## src/rtl/int_controller.sv

```systemverilog
// int_controller: interrupt source side of the CPU interrupt interface.
// Synchronises up to N_IRQ request lines, latches their rising edges as
// pending, masks them, and presents the lowest-index candidate to the cpu.
// Exactly one interrupt can be in service at a time. It is released by int_ret.
//
// Handshake: there is no ack. The cpu takes the interrupt on any posedge
// where int_req=1. On that same edge the controller moves to in-service,
// records the id, and clears its pending bit. As a result int_req is high
// for exactly one cycle per acceptance.
module int_controller #(
    parameter int         N_IRQ      = 4,
    parameter logic [7:0] BASE_ADDR  = 8'hF0,
    parameter logic [7:0] VEC_BASE   = 8'hE0,
    parameter logic [7:0] VEC_STRIDE = 8'h04
) (
    input  logic             clock,
    input  logic             reset_n,
    input  logic [N_IRQ-1:0] irq,
    input  logic [7:0]       bus_addr,
    input  logic             bus_w_en,
    input  logic [7:0]       bus_w_data,
    output logic [7:0]       bus_r_data,
    input  logic             int_ret,
    output logic             int_req,
    output logic [7:0]       int_en,
    output logic [7:0]       int_vec
);

    // Register offsets inside the 4-address window.
    localparam logic [1:0] OFF_CTRL   = 2'd0;
    localparam logic [1:0] OFF_MASK   = 2'd1;
    localparam logic [1:0] OFF_PEND   = 2'd2;
    localparam logic [1:0] OFF_STATUS = 2'd3;

    localparam logic [N_IRQ-1:0] IRQ_ONE = N_IRQ'(1);

    // Service state: in_service is the BUSY state. It is readable in STATUS[7].
    typedef enum logic {
        ST_IDLE = 1'b0,
        ST_BUSY = 1'b1
    } svc_state_t;

    svc_state_t         state_q, state_d;
    logic [N_IRQ-1:0]   irq_s1_q, irq_s2_q, irq_s3_q;
    logic               gie_q, gie_d;
    logic [N_IRQ-1:0]   mask_q, mask_d;
    logic [N_IRQ-1:0]   pend_q, pend_d;
    logic [2:0]         active_id_q, active_id_d;

    logic [7:0]         reg_off;
    logic               in_window;
    logic               wr_ctrl, wr_mask, wr_pend;
    logic [N_IRQ-1:0]   rise;
    logic [N_IRQ-1:0]   cand;
    logic [N_IRQ-1:0]   sel_onehot;
    logic               any_cand;
    logic [2:0]         sel_id;
    logic               in_service;
    logic               accept;
    logic [7:0]         vec_id;
    logic [7:0]         mask_ext, pend_ext;
    logic               unused_w_data;

    // Only the low N_IRQ data bits matter to MASK/PEND. The rest are dropped.
    assign unused_w_data = ^bus_w_data;

    // Address decode. The subtraction wraps, so any address below BASE_ADDR
    // lands far outside the 0..3 window.
    assign reg_off   = bus_addr - BASE_ADDR;
    assign in_window = (reg_off < 8'd4);
    assign wr_ctrl   = bus_w_en & in_window & (reg_off[1:0] == OFF_CTRL);
    assign wr_mask   = bus_w_en & in_window & (reg_off[1:0] == OFF_MASK);
    assign wr_pend   = bus_w_en & in_window & (reg_off[1:0] == OFF_PEND);

    // A rising edge is seen one stage after the second synchroniser flop.
    assign rise = irq_s2_q & ~irq_s3_q;

    assign cand       = pend_q & mask_q;
    assign any_cand   = |cand;
    // Isolate the lowest set candidate bit.
    assign sel_onehot = cand & ~(cand - IRQ_ONE);

    // Encode the lowest-index candidate. The downward scan lets the lowest index win.
    always_comb begin
        sel_id = 3'd0;
        for (int i = N_IRQ - 1; i >= 0; i--) begin
            if (cand[i]) begin
                sel_id = 3'(i);
            end
        end
    end

    assign in_service = (state_q == ST_BUSY);
    assign int_req    = gie_q & ~in_service & any_cand;
    assign accept     = int_req;
    assign int_en     = {7'd0, gie_q};

    // With no candidate, the vector falls back to the last serviced source.
    assign vec_id  = {5'd0, (any_cand ? sel_id : active_id_q)};
    assign int_vec = VEC_BASE + vec_id * VEC_STRIDE;

    // Service state machine: next state.
    always_comb begin
        state_d = state_q;
        case (state_q)
            ST_IDLE: if (accept)  state_d = ST_BUSY;
            ST_BUSY: if (int_ret) state_d = ST_IDLE;
            default:              state_d = ST_IDLE;
        endcase
    end

    // Active id follows the accepted source and holds until the next acceptance.
    always_comb begin
        active_id_d = active_id_q;
        if (accept) begin
            active_id_d = sel_id;
        end
    end

    // Control and mask registers written from the bus.
    always_comb begin
        gie_d  = gie_q;
        mask_d = mask_q;
        if (wr_ctrl) begin
            gie_d = bus_w_data[0];
        end
        if (wr_mask) begin
            mask_d = bus_w_data[N_IRQ-1:0];
        end
    end

    // Pending update. A new rise is applied last, so it beats both the W1C
    // clear and the acceptance clear on the same bit.
    always_comb begin
        pend_d = pend_q;
        if (wr_pend) begin
            pend_d = pend_d & ~bus_w_data[N_IRQ-1:0];
        end
        if (accept) begin
            pend_d = pend_d & ~sel_onehot;
        end
        pend_d = pend_d | rise;
    end

    // Zero-extended register views for the read mux.
    always_comb begin
        mask_ext               = 8'd0;
        pend_ext               = 8'd0;
        mask_ext[N_IRQ-1:0]    = mask_q;
        pend_ext[N_IRQ-1:0]    = pend_q;
    end

    // Combinational read data. It reads 0 outside the window.
    always_comb begin
        bus_r_data = 8'd0;
        if (in_window) begin
            case (reg_off[1:0])
                OFF_CTRL:   bus_r_data = {7'd0, gie_q};
                OFF_MASK:   bus_r_data = mask_ext;
                OFF_PEND:   bus_r_data = pend_ext;
                OFF_STATUS: bus_r_data = {in_service, 4'd0, active_id_q};
                default:    bus_r_data = 8'd0;
            endcase
        end
    end

    // Three-flop input synchroniser and edge history.
    always_ff @(posedge clock or negedge reset_n) begin
        if (!reset_n) begin
            irq_s1_q <= '0;
            irq_s2_q <= '0;
            irq_s3_q <= '0;
        end else begin
            irq_s1_q <= irq;
            irq_s2_q <= irq_s1_q;
            irq_s3_q <= irq_s2_q;
        end
    end

    // Architectural state registers.
    always_ff @(posedge clock or negedge reset_n) begin
        if (!reset_n) begin
            state_q     <= ST_IDLE;
            gie_q       <= 1'b0;
            mask_q      <= '0;
            pend_q      <= '0;
            active_id_q <= 3'd0;
        end else begin
            state_q     <= state_d;
            gie_q       <= gie_d;
            mask_q      <= mask_d;
            pend_q      <= pend_d;
            active_id_q <= active_id_d;
        end
    end

endmodule

```

## config.mk

```make
export PLATFORM = sky130hd
export DESIGN_NAME = int_controller
export DESIGN_NICKNAME = d
export VERILOG_FILES = /design/src/rtl/int_controller.sv
export SDC_FILE = /design/constraint.sdc
export NUM_CORES = 1
export LEC_CHECK = 0
export CAP_MARGIN = 40
export CORE_MARGIN = 3
export CORE_UTILIZATION = 45
export DETAILED_ROUTE_END_ITERATION = 12
export GPL_TIMING_DRIVEN = 1
export PLACE_DENSITY = 0.95
export SLEW_MARGIN = 40
export SYNTH_ARGS = -nofsm -noshare
export SYNTH_HDL_FRONTEND = slang
export SYNTH_SLANG_ARGS = --single-unit
```

## constraint.sdc

```tcl
create_clock -name clock -period 3 [get_ports clock]
set_clock_uncertainty 0.1 [all_clocks]
set_input_delay 0.6 -clock clock [delete_from_list [all_inputs] [get_ports clock]]
set_output_delay 0.6 -clock clock [all_outputs]
set_load 0.01 [all_outputs]
```

# [After elaboration in Yosys (flattened, before gate mapping)]
# Index checks and enable logic that the tools add are counted.
[classes] n_lt_le_gt_ge=1 n_reduce_logical=2 muxes=12 eq_ne=3 n_addsub=3 bitwise=17
[op_table] op="$pmux W8 S4" n=1
[op_table] op="$and A4 B4 Y4" n=5
[op_table] op="$not A4 Y4" n=4
[op_table] op="$lt A8 B3 Y1 const B" n=1
[op_table] op="$mux W2" n=4
[op_table] op="$mux W4" n=2
[op_table] op="$mux W8" n=1
[op_table] op="$sub A8 B8 Y8 const B" n=1
[op_table] op="$add A6 B6 Y7 const A" n=1
[op_table] op="$and A1 B1 Y1" n=6
[op_table] op="$eq A2 B2 Y1 const B" n=2
[op_table] op="$or A4 B4 Y4" n=1
[op_table] op="$reduce_or A4 Y1" n=1
[op_table] op="$sub A4 B1 Y4 const B" n=1
[op_table] op="$mux W3" n=1
[op_table] op="$eq A2 B1 Y1 const B" n=1
[op_table] op="$logic_not A2 Y1" n=1
[op_table] op="$mux W1" n=2
[op_table] op="$pmux W1 S2" n=1
[op_table] op="$not A1 Y1" n=1
[totals] reg_bits=25 output_inout_bits=25 word_cells=46

# [Depth between registers and ports, before layout]
# Gate-level depths: netlist of run 1.
[depth] depth_word=8 ltp_mapped=5 ltp_nobuf=4

# [Least setup slack after synthesis of run 1]
# No wires, ideal clock.
[synth_path] path_type="input to output" from="input bus_addr[6]" to="output bus_r_data[1]" arrival_ns=1.366 path_stages=3 setup_slack_ns=0.934 cell_sequence="nand2_1 -> or4_4 -> nor2_1"
[synth_via] elab_chain_len=3
[synth_lines] item="start, declared" line="19" rtl="input logic [7:0] bus_addr,"
[synth_lines] item="$sub A8 B8 Y8" line="69" rtl="assign reg_off = bus_addr - BASE_ADDR;"
[synth_lines] item="$lt A8 B3 Y1" line="70" rtl="assign in_window = (reg_off < 8'd4);"
[synth_lines] item="$mux W8" line="156" rtl="if (in_window) begin"
[synth_lines] item="end, declared" line="22" rtl="output logic [7:0] bus_r_data,"
# No other way between the ends.

# [Worst setup path after layout of run 1]
[layout_path] from="input bus_addr[5]" to="output bus_r_data[0]"
# The elaborated chain is that of the path after synthesis.

==> report_table.html, run 1 <==
<table>
<tr><th>Metric</th><th>Value</th></tr>
<tr><th colspan="2">Run status</th></tr>
<tr><td>Result of the run</td><td>completed</td></tr>
<tr><th colspan="2">Clocking</th></tr>
<tr><td>Maximum root-to-sink buffer count</td><td>2</td></tr>
<tr><td>Clock transition time at the flip-flop clock pins of the worst setup and hold paths</td><td>0.11 ns</td></tr>
<tr><td>Clock tree root buffer cell</td><td>sky130_fd_sc_hd__clkbuf_4</td></tr>
<tr><td>Total CTS buffers</td><td>3</td></tr>
<tr><td>Cts-stage hold buffer count</td><td>0</td></tr>
<tr><td>TritonCTS clock tree</td><td>done</td></tr>
<tr><td>Insertion delay to the later sink of the worst-skew pair</td><td>0.30 ns</td></tr>
<tr><td>Postcts setup bufs</td><td>0</td></tr>
<tr><td>Number of sinks handled by clock tree synthesis</td><td>24</td></tr>
<tr><td>CTS H-tree depth</td><td>1</td></tr>
<tr><th colspan="2">Floorplan</th></tr>
<tr><td>Die area</td><td>3230 sq um</td></tr>
<tr><td>DIE HEIGHT</td><td>56.9 microns</td></tr>
<tr><td>Horizontal die dimension</td><td>56.9 microns</td></tr>
<tr><td>Initial Util</td><td>49.7%</td></tr>
<tr><td>Total core area</td><td>2340 sq um</td></tr>
<tr><td>Placement row count</td><td>17</td></tr>
<tr><td>Number of top-level design ports</td><td>49</td></tr>
<tr><th colspan="2">STA</th></tr>
<tr><td>Final-report setup violation count</td><td>0</td></tr>
<tr><td>Clock period minus worst slack</td><td>2.91 ns</td></tr>
<tr><td>Tcrit/Tclk final</td><td>97.0%</td></tr>
<tr><td>Post-Route Setup TNS</td><td>0 ns</td></tr>
<tr><td>Fmax</td><td>344 MHz</td></tr>
<tr><td>Final worst hold slack</td><td>0.262 ns</td></tr>
<tr><td>RSZ-0062 raised after global routing</td><td>no</td></tr>
<tr><td>Final Hold Vio Count</td><td>0</td></tr>
<tr><td>Pins over their slew limit</td><td>0</td></tr>
<tr><th colspan="2">Worst setup path</th></tr>
<tr><td>Most used cell along the critical path</td><td>sky130_fd_sc_hd__clkdlybuf4s50_1</td></tr>
<tr><td>Worst endpoint data arrival time</td><td>2.21 ns</td></tr>
<tr><td>Required time of the worst setup path</td><td>2.30 ns</td></tr>
<tr><td>Highest-delay cell along the critical path</td><td>sky130_fd_sc_hd__clkdlybuf4s50_1</td></tr>
<tr><td>Critical Path Max Stage Delay</td><td>0.53 ns</td></tr>
<tr><td>Type of the worst setup path</td><td>in -&gt; out</td></tr>
<tr><td>Critical path startpoint category</td><td>primary input</td></tr>
<tr><td>Cells along the critical path</td><td>clkdlybuf4s50_1 &gt; nand2_1 &gt; buf_4 &gt; nor4_2 &gt; and2_1 &gt; clkdlybuf4s50_1</td></tr>
<tr><td>Critical R2R Launch</td><td>gie_q$_DFFE_PN0P_</td></tr>
<tr><td>Maximum net fanout on the critical path</td><td>2</td></tr>
<tr><td>Worst-case register-to-register setup slack</td><td>1.27 ns</td></tr>
<tr><td>Destination of the worst register-to-register timing path</td><td>active_id_q[0]$_DFFE_PN0P_</td></tr>
<tr><td>R2R depth</td><td>3</td></tr>
<tr><td>Category of the worst setup path capture point</td><td>output pin</td></tr>
<tr><th colspan="2">Layout</th></tr>
<tr><td>Final net count</td><td>166</td></tr>
<tr><td>Layout Area Growth over Synthesis</td><td>26.8%</td></tr>
<tr><td>Multi-input logic area</td><td>464 sq um</td></tr>
<tr><td>Sequential cell area in the final layout</td><td>601 sq um</td></tr>
<tr><td>Non-filler cells, final</td><td>168</td></tr>
<tr><td>Share of final-layout standard cells stronger than drive strength 1</td><td>12.1%</td></tr>
<tr><td>Diodes inserted</td><td>0</td></tr>
<tr><td>Number of filler cells placed in the layout</td><td>211</td></tr>
<tr><th colspan="2">Flow run</th></tr>
<tr><td>Number of maximum-capacitance violations</td><td>0</td></tr>
<tr><th colspan="2">Power and ir drop</th></tr>
<tr><td>Clock share of power</td><td>22.6%</td></tr>
<tr><td>Sequential power share</td><td>60.6%</td></tr>
<tr><td>Leakage</td><td>0.690 nW</td></tr>
<tr><td>IR drop worst, VDD</td><td>0.000331 V</td></tr>
<tr><td>Internal portion of total power</td><td>436 uW</td></tr>
<tr><td>Part of the total power dissipated in combinational logic</td><td>16.8%</td></tr>
<tr><td>Power per unit of standard cell area</td><td>389 nW/um^2</td></tr>
<tr><td>Switching portion of total power</td><td>24.1%</td></tr>
<tr><td>Switching power</td><td>138 uW</td></tr>
<tr><th colspan="2">Placed design</th></tr>
<tr><td>HPWL after detailed placement</td><td>1820 microns</td></tr>
<tr><td>Buffers on Ports</td><td>28</td></tr>
<tr><td>Global placement routability congestion</td><td>0.917</td></tr>
<tr><td># placed instances</td><td>165</td></tr>
<tr><th colspan="2">Synth</th></tr>
<tr><td>Sequential element share of the synthesized area</td><td>51.6%</td></tr>
<tr><td>Area of the mapped netlist</td><td>1160 sq um</td></tr>
<tr><td>Count of unique library cells instantiated by Yosys</td><td>27</td></tr>
<tr><td>Simple-gate share of the synthesized area</td><td>15.6%</td></tr>
<tr><td>Proportion of synthesized area in mux cells</td><td>8.71%</td></tr>
<tr><td>Cell taking the most area after synthesis</td><td>sky130_fd_sc_hd__dfrtp_1</td></tr>
<tr><td>Synth warnings</td><td>0</td></tr>
<tr><td>Adder and majority gate portion of the synthesized area</td><td>0%</td></tr>
<tr><td>Syn_area_per_cell</td><td>11.1 sq um</td></tr>
<tr><td>Combinational family with the most area after synthesis</td><td>simple AND/OR/NAND/NOR gates</td></tr>
<tr><td>Flops &amp; latches, synth</td><td>24</td></tr>
<tr><td>Top cells by area in the synthesized netlist</td><td>sky130_fd_sc_hd__dfrtp_1 (52%), sky130_fd_sc_hd__buf_4 (11%), sky130_fd_sc_hd__mux2_1 (5.8%), sky130_fd_sc_hd__nor2b_1 (2.7%), sky130_fd_sc_hd__a22oi_1 (2.6%)</td></tr>
<tr><td>Complex-gate fraction of the synthesized area</td><td>10.4%</td></tr>
<tr><td>Top cell type's share of synthesized area</td><td>51.6%</td></tr>
<tr><td>Xor-xnor portion of the synthesized cell area</td><td>0%</td></tr>
<tr><td>Cells after Synth</td><td>105</td></tr>
<tr><th colspan="2">Worst hold path</th></tr>
<tr><td>Cell count of the worst hold path</td><td>0</td></tr>
<tr><td>Hold Crit Class</td><td>reg -&gt; reg</td></tr>
<tr><td>Hold Path Origin</td><td>irq_s1_q[0]$_DFF_PN0_</td></tr>
<tr><td>Destination of the worst hold path</td><td>irq_s2_q[0]$_DFF_PN0_</td></tr>
<tr><th colspan="2">Global route</th></tr>
<tr><td>Number of global-route vias before repair</td><td>867</td></tr>
<tr><td>Initial antenna violation count</td><td>0</td></tr>
<tr><td>Residual overflow from global routing</td><td>0</td></tr>
<tr><td>Combined global-route utilization of all metal layers</td><td>14.5%</td></tr>
<tr><td>Maximum number of pins on one net before global-route repair</td><td>25</td></tr>
<tr><td>Global-route wire length before repair</td><td>3680 microns</td></tr>
<tr><th colspan="2">Route</th></tr>
<tr><td>Total Routed Length</td><td>2220 microns</td></tr>
<tr><td>Via count normalized by instance count</td><td>5.14</td></tr>
<tr><td>Vias after detailed routing</td><td>863</td></tr>
<tr><td>Antenna viol nets, final</td><td>0</td></tr>
<tr><td>DR pass1 iterations</td><td>4</td></tr>
<tr><td>Mean routed wirelength per cell</td><td>13.2 microns</td></tr>
<tr><td>DRC Markers</td><td>0</td></tr>
<tr><td>1st-iter DRT viols</td><td>17</td></tr>
</table>
layer usage:
layer  wire length (microns)  GRT usage [%]  vias up
met4                      33           6.62        0
met2                    1110           25.6       46
li1                        -              -      404
met5                       0              0        -
met3                     218           3.68        4
met1                     864           16.2      409
sequential cells by signal, indices dropped and copies added, names as in the netlist:
signal and cells:
irq_s3_q 4, gie_q 1, irq_s2_q 4, mask_q 4
irq_s1_q 4, active_id_q 2, pend_q 4, in_service 1
repair_timing:
action                                 4_1_cts  5_1_grt
endpoints found under the hold margin        0        0
setup endpoints to repair                    5        0
resized for setup                            5        0
layout make-up:
type | instances | share of cell area [%]
Clock buffer | 3 | 1.53
Multi-Input combinational cell | 72 | 31.5
Inverter | 5 | 1.27
Timing Repair Buffer | 36 | 22.6
Sequential cell | 24 | 40.7
Tap cell | 28 | 2.37
logic make-up after synthesis:
group                  Yosys count
muxes                            8
DFF                             24
buffers and inverters           23
AOI/OAI and AO/OA               16
and+or+nand+nor                 32
other                            2
cell usage after synthesis:
library cell / instances
sky130_fd_sc_hd__a21o_1: 2
sky130_fd_sc_hd__a21boi_0: 1
sky130_fd_sc_hd__nand2_1: 8
sky130_fd_sc_hd__a31o_2: 1
sky130_fd_sc_hd__mux4_2: 1
sky130_fd_sc_hd__nor2_1: 6
sky130_fd_sc_hd__nor4b_2: 1
sky130_fd_sc_hd__and3_1: 1
sky130_fd_sc_hd__or4_4: 1
sky130_fd_sc_hd__inv_1: 5
sky130_fd_sc_hd__buf_4: 17
sky130_fd_sc_hd__and2_1: 2
sky130_fd_sc_hd__a41oi_1: 1
sky130_fd_sc_hd__a32o_1: 2
sky130_fd_sc_hd__conb_1: 2
sky130_fd_sc_hd__nand4_1: 4
sky130_fd_sc_hd__buf_2: 1
sky130_fd_sc_hd__nand3_1: 3
sky130_fd_sc_hd__dfrtp_1: 24
sky130_fd_sc_hd__a21boi_1: 1
sky130_fd_sc_hd__a22oi_1: 4
sky130_fd_sc_hd__mux2_2: 1
sky130_fd_sc_hd__mux2_1: 6
sky130_fd_sc_hd__nor2b_1: 5
sky130_fd_sc_hd__nor4_2: 1
sky130_fd_sc_hd__a32oi_1: 1
sky130_fd_sc_hd__a21oi_1: 3
worst max path at each step:
stage / from / to / cells after the start
4_1_cts: bus_addr[5] / bus_r_data[0] / 6
3_3_place_gp: bus_addr[6] / bus_r_data[2] / 5
6_report: bus_addr[5] / bus_r_data[0] / 6
2_1_floorplan: bus_addr[6] / bus_r_data[1] / 3
5_1_grt: bus_addr[5] / bus_r_data[0] / 6
3_5_place_dp: bus_addr[6] / bus_r_data[2] / 5
power by group through the flow:
stage                     clock, mW  sequential, mW  combinational (mW)
final                         0.130           0.348              0.0965
after detailed placement          0           0.355              0.0975
after CTS                     0.138           0.348              0.0974
after global routing          0.155           0.350               0.106
after global placement            0           0.353              0.0950
after floorplan                   0           0.351              0.0561
critical path: cells and delay by family:
family,cells,cell delay [ns]
buffers and inverters,3,1.11
AND/OR/NAND/NOR,3,0.49
cell usage in the layout, fill, tap and decap left out, types with 2 or more instances in the layout:
cell and instances:
sky130_fd_sc_hd__a21o_1 2, sky130_fd_sc_hd__a21oi_1 3, sky130_fd_sc_hd__a22oi_1 4, sky130_fd_sc_hd__a32o_1 2
sky130_fd_sc_hd__and2_1 2, sky130_fd_sc_hd__buf_4 8, sky130_fd_sc_hd__clkbuf_4 3, sky130_fd_sc_hd__clkdlybuf4s50_1 23
sky130_fd_sc_hd__conb_1 16, sky130_fd_sc_hd__dfrtp_1 24, sky130_fd_sc_hd__dlygate4sd2_1 5, sky130_fd_sc_hd__inv_1 5
sky130_fd_sc_hd__mux2_1 6, sky130_fd_sc_hd__nand2_1 8, sky130_fd_sc_hd__nand3_1 3, sky130_fd_sc_hd__nand4_1 4
sky130_fd_sc_hd__nor2_1 6, sky130_fd_sc_hd__nor2b_1 5
per-stage QoR:
| stage | total power, mW | area [sq um] | setup slack [ns] | utilization (%) |
|---|---|---|---|---|
| 6_report | 0.574 | 1480 | 0.0894 | 63.0 |
| 5_1_grt | 0.611 | 1480 | 0.0522 | 63.0 |
| 4_1_cts | 0.583 | 1480 | 0.0831 | 63.0 |
| 3_5_place_dp | 0.452 | 1460 | -0.0278 | 62.4 |
| 3_3_place_gp | 0.448 | 1460 | -0.0280 | 62.4 |
| 2_1_floorplan | 0.407 | 1220 | 0.934 | - |
Power figures use the tool's default switching activity.
==> run 2, diff against run 1 <==
--- a/config.mk
+++ b/config.mk
@@ -5,9 +5,10 @@
 export SDC_FILE = /design/constraint.sdc
 export NUM_CORES = 1
 export LEC_CHECK = 0
+export ABC_AREA = 1
 export CAP_MARGIN = 40
 export CORE_MARGIN = 3
-export CORE_UTILIZATION = 45
+export CORE_UTILIZATION = 46
 export DETAILED_ROUTE_END_ITERATION = 12
 export GPL_TIMING_DRIVEN = 1
 export PLACE_DENSITY = 0.95
==> report_table.html, run 2 <==
<table>
<tr><th>Metric</th><th>Value</th></tr>
<tr><th colspan="2">Global route</th></tr>
<tr><td>Residual overflow from global routing</td><td>0</td></tr>
<tr><td>Global-route wire length before repair</td><td>3790 microns</td></tr>
<tr><td>Maximum number of pins on one net before global-route repair</td><td>25</td></tr>
<tr><td>Combined global-route utilization of all metal layers</td><td>14.5%</td></tr>
<tr><td>Initial antenna violation count</td><td>0</td></tr>
<tr><td>Number of global-route vias before repair</td><td>936</td></tr>
<tr><th colspan="2">Run status</th></tr>
<tr><td>Result of the run</td><td>completed</td></tr>
<tr><th colspan="2">Flow run</th></tr>
<tr><td>Number of maximum-capacitance violations</td><td>0</td></tr>
<tr><th colspan="2">Layout</th></tr>
<tr><td>Final instance area</td><td>1570 sq um</td></tr>
<tr><td>Layout Area Growth over Synthesis</td><td>24.9%</td></tr>
<tr><td>Top library cells by usage in the layout, fill and taps aside</td><td>sky130_fd_sc_hd__nand2_1 (41), sky130_fd_sc_hd__clkdlybuf4s50_1 (27), sky130_fd_sc_hd__dfrtp_1 (24), sky130_fd_sc_hd__inv_1 (20), sky130_fd_sc_hd__conb_1 (16)</td></tr>
<tr><td>Number of filler cells placed in the layout</td><td>228</td></tr>
<tr><td>Diodes inserted</td><td>0</td></tr>
<tr><td>Share of final-layout standard cells stronger than drive strength 1</td><td>10.6%</td></tr>
<tr><td>Final core utilization</td><td>61.7%</td></tr>
<tr><td>Final net count</td><td>205</td></tr>
<tr><td>Most common cell after layout, fill and taps aside</td><td>sky130_fd_sc_hd__nand2_1</td></tr>
<tr><th colspan="2">Floorplan</th></tr>
<tr><td>Horizontal die dimension</td><td>58.3 microns</td></tr>
<tr><td>Number of top-level design ports</td><td>49</td></tr>
<tr><td>Initial Util</td><td>49.4%</td></tr>
<tr><td>DIE HEIGHT</td><td>58.3 microns</td></tr>
<tr><td>Total core area</td><td>2540 sq um</td></tr>
<tr><td>Placement row count</td><td>18</td></tr>
<tr><td>Die area</td><td>3390 sq um</td></tr>
<tr><th colspan="2">Route</th></tr>
<tr><td>Vias after detailed routing</td><td>987</td></tr>
<tr><td>Via count normalized by instance count</td><td>4.70</td></tr>
<tr><td>DRC Markers</td><td>0</td></tr>
<tr><td>Total Routed Length</td><td>2220 microns</td></tr>
<tr><td>Antenna viol nets, final</td><td>0</td></tr>
<tr><td>DR pass1 iterations</td><td>4</td></tr>
<tr><td>Mean routed wirelength per cell</td><td>10.6 microns</td></tr>
<tr><td>1st-iter DRT viols</td><td>31</td></tr>
<tr><th colspan="2">Clocking</th></tr>
<tr><td>Total CTS buffers</td><td>3</td></tr>
<tr><td>Clock tree root buffer cell</td><td>sky130_fd_sc_hd__clkbuf_4</td></tr>
<tr><td>CTS H-tree depth</td><td>1</td></tr>
<tr><td>Cts-stage hold buffer count</td><td>0</td></tr>
<tr><td>Clock transition time at the flip-flop clock pins of the worst setup and hold paths</td><td>0.13 ns</td></tr>
<tr><td>TritonCTS clock tree</td><td>done</td></tr>
<tr><td>Maximum root-to-sink buffer count</td><td>2</td></tr>
<tr><td>Insertion delay to the later sink of the worst-skew pair</td><td>0.31 ns</td></tr>
<tr><td>Number of sinks handled by clock tree synthesis</td><td>24</td></tr>
<tr><th colspan="2">Worst setup path</th></tr>
<tr><td>Maximum net fanout on the critical path</td><td>5</td></tr>
<tr><td>Most used cell along the critical path</td><td>sky130_fd_sc_hd__nand2_1</td></tr>
<tr><td>Type of the worst setup path</td><td>in -&gt; out</td></tr>
<tr><td>Category of the worst setup path capture point</td><td>output pin</td></tr>
<tr><td>Required time of the worst setup path</td><td>2.30 ns</td></tr>
<tr><td>Critical Path Max Stage Delay</td><td>0.59 ns</td></tr>
<tr><td>Critical path startpoint category</td><td>primary input</td></tr>
<tr><td>Worst endpoint data arrival time</td><td>2.18 ns</td></tr>
<tr><td>Cells along the critical path</td><td>clkdlybuf4s50_1 &gt; nand2_1 &gt; inv_2 &gt; nand2_1 &gt; o211ai_1 &gt; nand2_1 &gt; inv_1 &gt; clkdlybuf4s50_1</td></tr>
<tr><td>Highest-delay cell along the critical path</td><td>sky130_fd_sc_hd__clkdlybuf4s50_1</td></tr>
<tr><th colspan="2">Power and ir drop</th></tr>
<tr><td>Power per unit of standard cell area</td><td>431 nW/um^2</td></tr>
<tr><td>IR drop worst, VDD</td><td>0.000347 V</td></tr>
<tr><td>Leakage</td><td>0.776 nW</td></tr>
<tr><td>Switching portion of total power</td><td>23.3%</td></tr>
<tr><td>Sequential power share</td><td>51.1%</td></tr>
<tr><td>Switching power</td><td>157 uW</td></tr>
<tr><td>Part of the total power dissipated in combinational logic</td><td>15.0%</td></tr>
<tr><td>Clock share of power</td><td>33.8%</td></tr>
<tr><td>Internal portion of total power</td><td>519 uW</td></tr>
<tr><th colspan="2">STA</th></tr>
<tr><td>Clock period minus worst slack</td><td>2.88 ns</td></tr>
<tr><td>Final-report setup violation count</td><td>0</td></tr>
<tr><td>Post-Route Setup TNS</td><td>0 ns</td></tr>
<tr><td>RSZ-0062 raised after global routing</td><td>no</td></tr>
<tr><td>Pins over their slew limit</td><td>0</td></tr>
<tr><td>Final Hold Vio Count</td><td>0</td></tr>
<tr><td>Fmax</td><td>347 MHz</td></tr>
<tr><td>Tcrit/Tclk final</td><td>96.1%</td></tr>
<tr><th colspan="2">Placed design</th></tr>
<tr><td>Post-place instance area</td><td>1510 sq um</td></tr>
<tr><td>Global placement routability congestion</td><td>0.814</td></tr>
<tr><td>HPWL after detailed placement</td><td>1720 microns</td></tr>
<tr><td>Buffers on Ports</td><td>28</td></tr>
<tr><th colspan="2">Synth</th></tr>
<tr><td>Leading register cell type out of synthesis</td><td>sky130_fd_sc_hd__dfrtp_1</td></tr>
<tr><td>Flops &amp; latches, synth</td><td>24</td></tr>
<tr><td>Number of enable flip-flop cells after synthesis</td><td>0</td></tr>
<tr><td>Top cell type's share of synthesized area</td><td>47.8%</td></tr>
<tr><td>Top cells by area in the synthesized netlist</td><td>sky130_fd_sc_hd__dfrtp_1 (48%), sky130_fd_sc_hd__nand2_1 (12%), sky130_fd_sc_hd__buf_4 (10%), sky130_fd_sc_hd__inv_1 (6.0%), sky130_fd_sc_hd__nand4_1 (3.5%)</td></tr>
<tr><td>Area of the mapped netlist</td><td>1260 sq um</td></tr>
<tr><td>Share of async-settable or async-resettable flops after synthesis</td><td>100%</td></tr>
<tr><td>Sequential element share of the synthesized area</td><td>47.8%</td></tr>
<tr><td>Cell taking the most area after synthesis</td><td>sky130_fd_sc_hd__dfrtp_1</td></tr>
<tr><td>Leading cell type by number of instances after synthesis</td><td>sky130_fd_sc_hd__nand2_1</td></tr>
<tr><td>Syn_area_per_cell</td><td>8.43 sq um</td></tr>
<tr><td>Count of unique library cells instantiated by Yosys</td><td>24</td></tr>
<tr><td>Synth warnings</td><td>0</td></tr>
<tr><td>Cells after Synth</td><td>149</td></tr>
<tr><td>Most frequent cells after synthesis</td><td>sky130_fd_sc_hd__nand2_1 (41), sky130_fd_sc_hd__dfrtp_1 (24), sky130_fd_sc_hd__inv_1 (20)</td></tr>
<tr><th colspan="2">Worst hold path</th></tr>
<tr><td>Hold Crit Class</td><td>reg -&gt; reg</td></tr>
</table>
-- run 2: cell count changes in the layout (fill, tap and decap cells not counted), moves of 5 or more --
cell                            previous run  this run
sky130_fd_sc_hd__nand2_1                   8        41
sky130_fd_sc_hd__inv_1                     5        20
sky130_fd_sc_hd__dlygate4sd2_1             5         0
sky130_fd_sc_hd__mux2_1                    6         0
sky130_fd_sc_hd__nor2b_1                   5         0
sky130_fd_sc_hd__buf_4                     8         2
-- run 2: final timing paths --
kind,startpoint,end,slack [ns],cells after the start
worst min register to register,irq_s1_q[1]$_DFF_PN0_,irq_s2_q[1]$_DFF_PN0_,0.26,0
min in group asynchronous,reset_n,irq_s3_q[1]$_DFF_PN0_,0.52,2
max in group asynchronous,reset_n,gie_q$_DFFE_PN0P_,2.04,2
worst max register to register,in_service$_DFF_PN0_,pend_q[2]$_DFF_PN0_,1.74,8
worst min-delay path,irq_s1_q[1]$_DFF_PN0_,irq_s2_q[1]$_DFF_PN0_,0.26,0
worst max-delay path,bus_addr[0],bus_r_data[1],0.12,8
-- run 2: layout make-up --
class                   count  area, sq um  share of cell area [%]
well taps                  30         37.5                    2.39
inverters                  24         90.1                    5.74
multi-input cells          98          490                    31.3
clock buffers               3         22.5                    1.44
flip-flops and latches     24          601                    38.3
repair buffers             30          298                    19.0
clock inverters             1         30.0                    1.91
-- run 2: critical path, delay by kind of cell --
family / cells / cell delay (ns)
AND/OR/NAND/NOR: 3 / 0.23
buffers and inverters: 4 / 1.28
AO/OA/AOI/OAI: 1 / 0.08
-- run 2: per-layer routing --
layer | GRT usage [%] | vias up | share of wire [%]
met2 | 24.5 | 35 | 50
met1 | 17.3 | 457 | 42
met4 | 6.62 | 0 | 0.45
met5 | 0 | - | 0
met3 | 3.34 | 2 | 7.1
li1 | - | 493 | -
-- run 2: cells by family (layout without fill, tap and decap cells) --
family / after synthesis / in the layout / synth area share (%)
other: 2 / 16 / 0.598
buffers and inverters: 41 / 58 / 17.3
flip-flops: 24 / 24 / 47.8
AND/OR/NAND/NOR: 65 / 65 / 25.2
AO/OA/AOI/OAI: 17 / 17 / 9.06
-- run 2: stage by stage --
step | power, mW | setup slack, ns | cells | hold WS, ns
5_1_grt | 0.713 | 0.00511 | 210 | 0.276
2_1_floorplan | 0.415 | 1.15 | 163 | 0.204
4_1_cts | 0.685 | 0.0660 | 210 | 0.265
6_report | 0.676 | 0.117 | 210 | 0.257
3_5_place_dp | 0.454 | 0.0642 | 206 | 0.236
3_3_place_gp | 0.451 | 0.0736 | 206 | 0.233
-- run 2: what timing repair did --
action | CTS | global route
endpoints found under the setup margin | 0 | 1
hold endpoints to repair | 0 | 0
buffers inserted | 0 | 0
gates resized for setup | 0 | 1
-- run 2: power groups by stage --
| stage | clock network, mW | registers, mW | logic [mW] |
|---|---|---|---|
| finish | 0.229 | 0.346 | 0.102 |
| global route | 0.253 | 0.348 | 0.113 |
| CTS | 0.237 | 0.346 | 0.102 |
| detailed placement | 0 | 0.352 | 0.102 |
| global placement | 0 | 0.351 | 0.100 |
| floorplan | 0 | 0.350 | 0.0648 |
==> run 3, diff against run 2 <==
--- a/config.mk
+++ b/config.mk
@@ -9,6 +9,7 @@
 export CAP_MARGIN = 40
 export CORE_MARGIN = 3
 export CORE_UTILIZATION = 46
+export CTS_BUF_LIST = sky130_fd_sc_hd__clkbuf_8 sky130_fd_sc_hd__clkbuf_16
 export DETAILED_ROUTE_END_ITERATION = 12
 export GPL_TIMING_DRIVEN = 1
 export PLACE_DENSITY = 0.95
==> report_table.html, run 3 (synthesis gave the netlist of run 2 again) <==
<table>
<tr><th>Metric</th><th>Value</th></tr>
<tr><th colspan="2">Floorplan</th></tr>
<tr><td>Total core area</td><td>2540 sq um</td></tr>
<tr><td>Die area</td><td>3390 sq um</td></tr>
<tr><td>Placement row count</td><td>18</td></tr>
<tr><td>Horizontal die dimension</td><td>58.3 microns</td></tr>
<tr><td>Initial Util</td><td>49.4%</td></tr>
<tr><td>DIE HEIGHT</td><td>58.3 microns</td></tr>
<tr><td>Number of top-level design ports</td><td>49</td></tr>
<tr><th colspan="2">Worst setup path</th></tr>
<tr><td>Critical path startpoint category</td><td>primary input</td></tr>
<tr><td>Category of the worst setup path capture point</td><td>output pin</td></tr>
<tr><td>Maximum net fanout on the critical path</td><td>5</td></tr>
<tr><td>Most used cell along the critical path</td><td>sky130_fd_sc_hd__nand2_1</td></tr>
<tr><td>Cells along the critical path</td><td>clkdlybuf4s50_1 &gt; nand2_1 &gt; inv_2 &gt; nand2_1 &gt; o211ai_1 &gt; nand2_1 &gt; inv_1 &gt; clkdlybuf4s50_1</td></tr>
<tr><td>Highest-delay cell along the critical path</td><td>sky130_fd_sc_hd__clkdlybuf4s50_1</td></tr>
<tr><td>Required time of the worst setup path</td><td>2.30 ns</td></tr>
<tr><td>Worst endpoint data arrival time</td><td>2.18 ns</td></tr>
<tr><td>Type of the worst setup path</td><td>in -&gt; out</td></tr>
<tr><td>Critical Path Max Stage Delay</td><td>0.59 ns</td></tr>
<tr><th colspan="2">Layout</th></tr>
<tr><td>Layout Area Growth over Synthesis</td><td>26.4%</td></tr>
<tr><td>Number of filler cells placed in the layout</td><td>224</td></tr>
<tr><td>Sequential cell area in the final layout</td><td>601 sq um</td></tr>
<tr><td>Top library cells by usage in the layout, fill and taps aside</td><td>sky130_fd_sc_hd__nand2_1 (41), sky130_fd_sc_hd__clkdlybuf4s50_1 (27), sky130_fd_sc_hd__dfrtp_1 (24), sky130_fd_sc_hd__inv_1 (20), sky130_fd_sc_hd__conb_1 (16)</td></tr>
<tr><td>Share of final-layout standard cells stronger than drive strength 1</td><td>10.6%</td></tr>
<tr><td>Final net count</td><td>205</td></tr>
<tr><td>Diodes inserted</td><td>0</td></tr>
<tr><td>Final core utilization</td><td>62.4%</td></tr>
<tr><td>Multi-input logic area</td><td>490 sq um</td></tr>
<tr><td>Most common cell after layout, fill and taps aside</td><td>sky130_fd_sc_hd__nand2_1</td></tr>
<tr><th colspan="2">STA</th></tr>
<tr><td>Pins over their slew limit</td><td>0</td></tr>
<tr><td>Tcrit/Tclk final</td><td>96.0%</td></tr>
<tr><td>Post-Route Setup TNS</td><td>0 ns</td></tr>
<tr><td>Final worst hold slack</td><td>0.251 ns</td></tr>
<tr><td>RSZ-0062 raised after global routing</td><td>no</td></tr>
<tr><td>Final Hold Vio Count</td><td>0</td></tr>
<tr><td>Clock period minus worst slack</td><td>2.88 ns</td></tr>
<tr><td>Fmax</td><td>347 MHz</td></tr>
<tr><td>Final-report setup violation count</td><td>0</td></tr>
<tr><th colspan="2">Clocking</th></tr>
<tr><td>TritonCTS clock tree</td><td>done</td></tr>
<tr><td>Maximum root-to-sink buffer count</td><td>2</td></tr>
<tr><td>Clock tree root buffer cell</td><td>sky130_fd_sc_hd__clkbuf_8</td></tr>
<tr><td>Insertion delay to the later sink of the worst-skew pair</td><td>0.27 ns</td></tr>
<tr><td>Clock transition time at the flip-flop clock pins of the worst setup and hold paths</td><td>0.09 ns</td></tr>
<tr><td>Resized Gates After CTS</td><td>0</td></tr>
<tr><td>Total CTS buffers</td><td>3</td></tr>
<tr><td>Cts-stage hold buffer count</td><td>0</td></tr>
<tr><td>CTS H-tree depth</td><td>1</td></tr>
<tr><td>Postcts setup bufs</td><td>0</td></tr>
<tr><td>Number of sinks handled by clock tree synthesis</td><td>24</td></tr>
<tr><th colspan="2">Route</th></tr>
<tr><td>DR pass1 iterations</td><td>4</td></tr>
<tr><td>Antenna viol nets, final</td><td>0</td></tr>
<tr><td>Mean routed wirelength per cell</td><td>10.6 microns</td></tr>
<tr><td>Vias after detailed routing</td><td>984</td></tr>
<tr><td>DRC Markers</td><td>0</td></tr>
<tr><td>1st-iter DRT viols</td><td>30</td></tr>
<tr><td>Total Routed Length</td><td>2230 microns</td></tr>
<tr><td>Via count normalized by instance count</td><td>4.69</td></tr>
<tr><th colspan="2">Power and ir drop</th></tr>
<tr><td>Leakage</td><td>0.784 nW</td></tr>
<tr><td>IR drop worst, VDD</td><td>0.000311 V</td></tr>
<tr><td>Switching portion of total power</td><td>22.7%</td></tr>
<tr><td>Sequential power share</td><td>47.6%</td></tr>
<tr><td>Power per unit of standard cell area</td><td>458 nW/um^2</td></tr>
<tr><td>Switching power</td><td>165 uW</td></tr>
<tr><td>Clock share of power</td><td>38.5%</td></tr>
<tr><td>Internal portion of total power</td><td>562 uW</td></tr>
<tr><td>Part of the total power dissipated in combinational logic</td><td>14.0%</td></tr>
<tr><th colspan="2">Global route</th></tr>
<tr><td>Maximum number of pins on one net before global-route repair</td><td>25</td></tr>
<tr><td>Initial antenna violation count</td><td>0</td></tr>
<tr><td>Residual overflow from global routing</td><td>0</td></tr>
<tr><td>Global-route wire length before repair</td><td>3860 microns</td></tr>
<tr><td>Number of global-route vias before repair</td><td>953</td></tr>
<tr><td>Combined global-route utilization of all metal layers</td><td>15.0%</td></tr>
<tr><th colspan="2">Placed design</th></tr>
<tr><td>HPWL after detailed placement</td><td>1720 microns</td></tr>
<tr><td>Global placement routability congestion</td><td>0.814</td></tr>
<tr><td>Buffers on Ports</td><td>28</td></tr>
<tr><th colspan="2">Worst hold path</th></tr>
<tr><td>Hold Crit Class</td><td>reg -&gt; reg</td></tr>
<tr><th colspan="2">Run status</th></tr>
<tr><td>Result of the run</td><td>completed</td></tr>
<tr><th colspan="2">Flow run</th></tr>
<tr><td>Number of maximum-capacitance violations</td><td>0</td></tr>
</table>
run 3: cell counts in the layout (fill, tap and decap cells not counted):
Identical to the previous run, type by type.
run 3: final timing paths:
| path | startpoint | end | slack, ns | cells past startpoint |
|---|---|---|---|---|
| worst min register to register | irq_s1_q[1]$_DFF_PN0_ | irq_s2_q[1]$_DFF_PN0_ | 0.25 | 0 |
| max in group asynchronous | reset_n | in_service$_DFF_PN0_ | 1.98 | 2 |
| worst max-delay path | bus_addr[0] | bus_r_data[1] | 0.12 | 8 |
| worst max register to register | in_service$_DFF_PN0_ | pend_q[2]$_DFF_PN0_ | 1.74 | 8 |
| min in group asynchronous | reset_n | irq_s3_q[1]$_DFF_PN0_ | 0.58 | 2 |
| worst min-delay path | irq_s1_q[1]$_DFF_PN0_ | irq_s2_q[1]$_DFF_PN0_ | 0.25 | 0 |
run 3: power groups by stage:
stage / clock network [mW] / logic, mW / registers [mW]
final: 0.280 / 0.101 / 0.346
after global routing: 0.306 / 0.113 / 0.347
after CTS: 0.289 / 0.102 / 0.346
after detailed placement: 0 / 0.102 / 0.352
after global placement: 0 / 0.100 / 0.351
after floorplan: 0 / 0.0648 / 0.350
run 3: final cells by class:
| class | instances | share of cell area [%] |
|---|---|---|
| Clock inverter | 1 | 1.89 |
| Tap cell | 30 | 2.36 |
| Inverter | 24 | 5.67 |
| Multi-Input combinational cell | 98 | 30.9 |
| Sequential cell | 24 | 37.8 |
| Timing Repair Buffer | 30 | 18.8 |
| Clock buffer | 3 | 2.60 |
run 3: layer usage:
layer,track usage (%),vias up,routed length (microns),part of all wire (%)
li1,-,495,-,-
met1,17.2,439,908,41
met2,25.5,43,1080,48
met3,3.34,7,179,8.0
met4,8.61,0,63,2.8
met5,0,-,0,0
run 3: through the flow:
step	cells	setup slack (ns)	cell area (sq um)	total power, mW
after CTS	210	0.0660	1590	0.736
after detailed placement	206	0.0642	1510	0.454
final	210	0.121	1590	0.727
after global placement	206	0.0736	1510	0.451
after global routing	210	0.00511	1590	0.766
after floorplan	163	1.15	1310	0.415
run 3: worst max-delay path: cells and delay by family:
family	cells	cell delay, ns
compound gates	1	0.08
simple gates	3	0.23
buf+inv	4	1.28
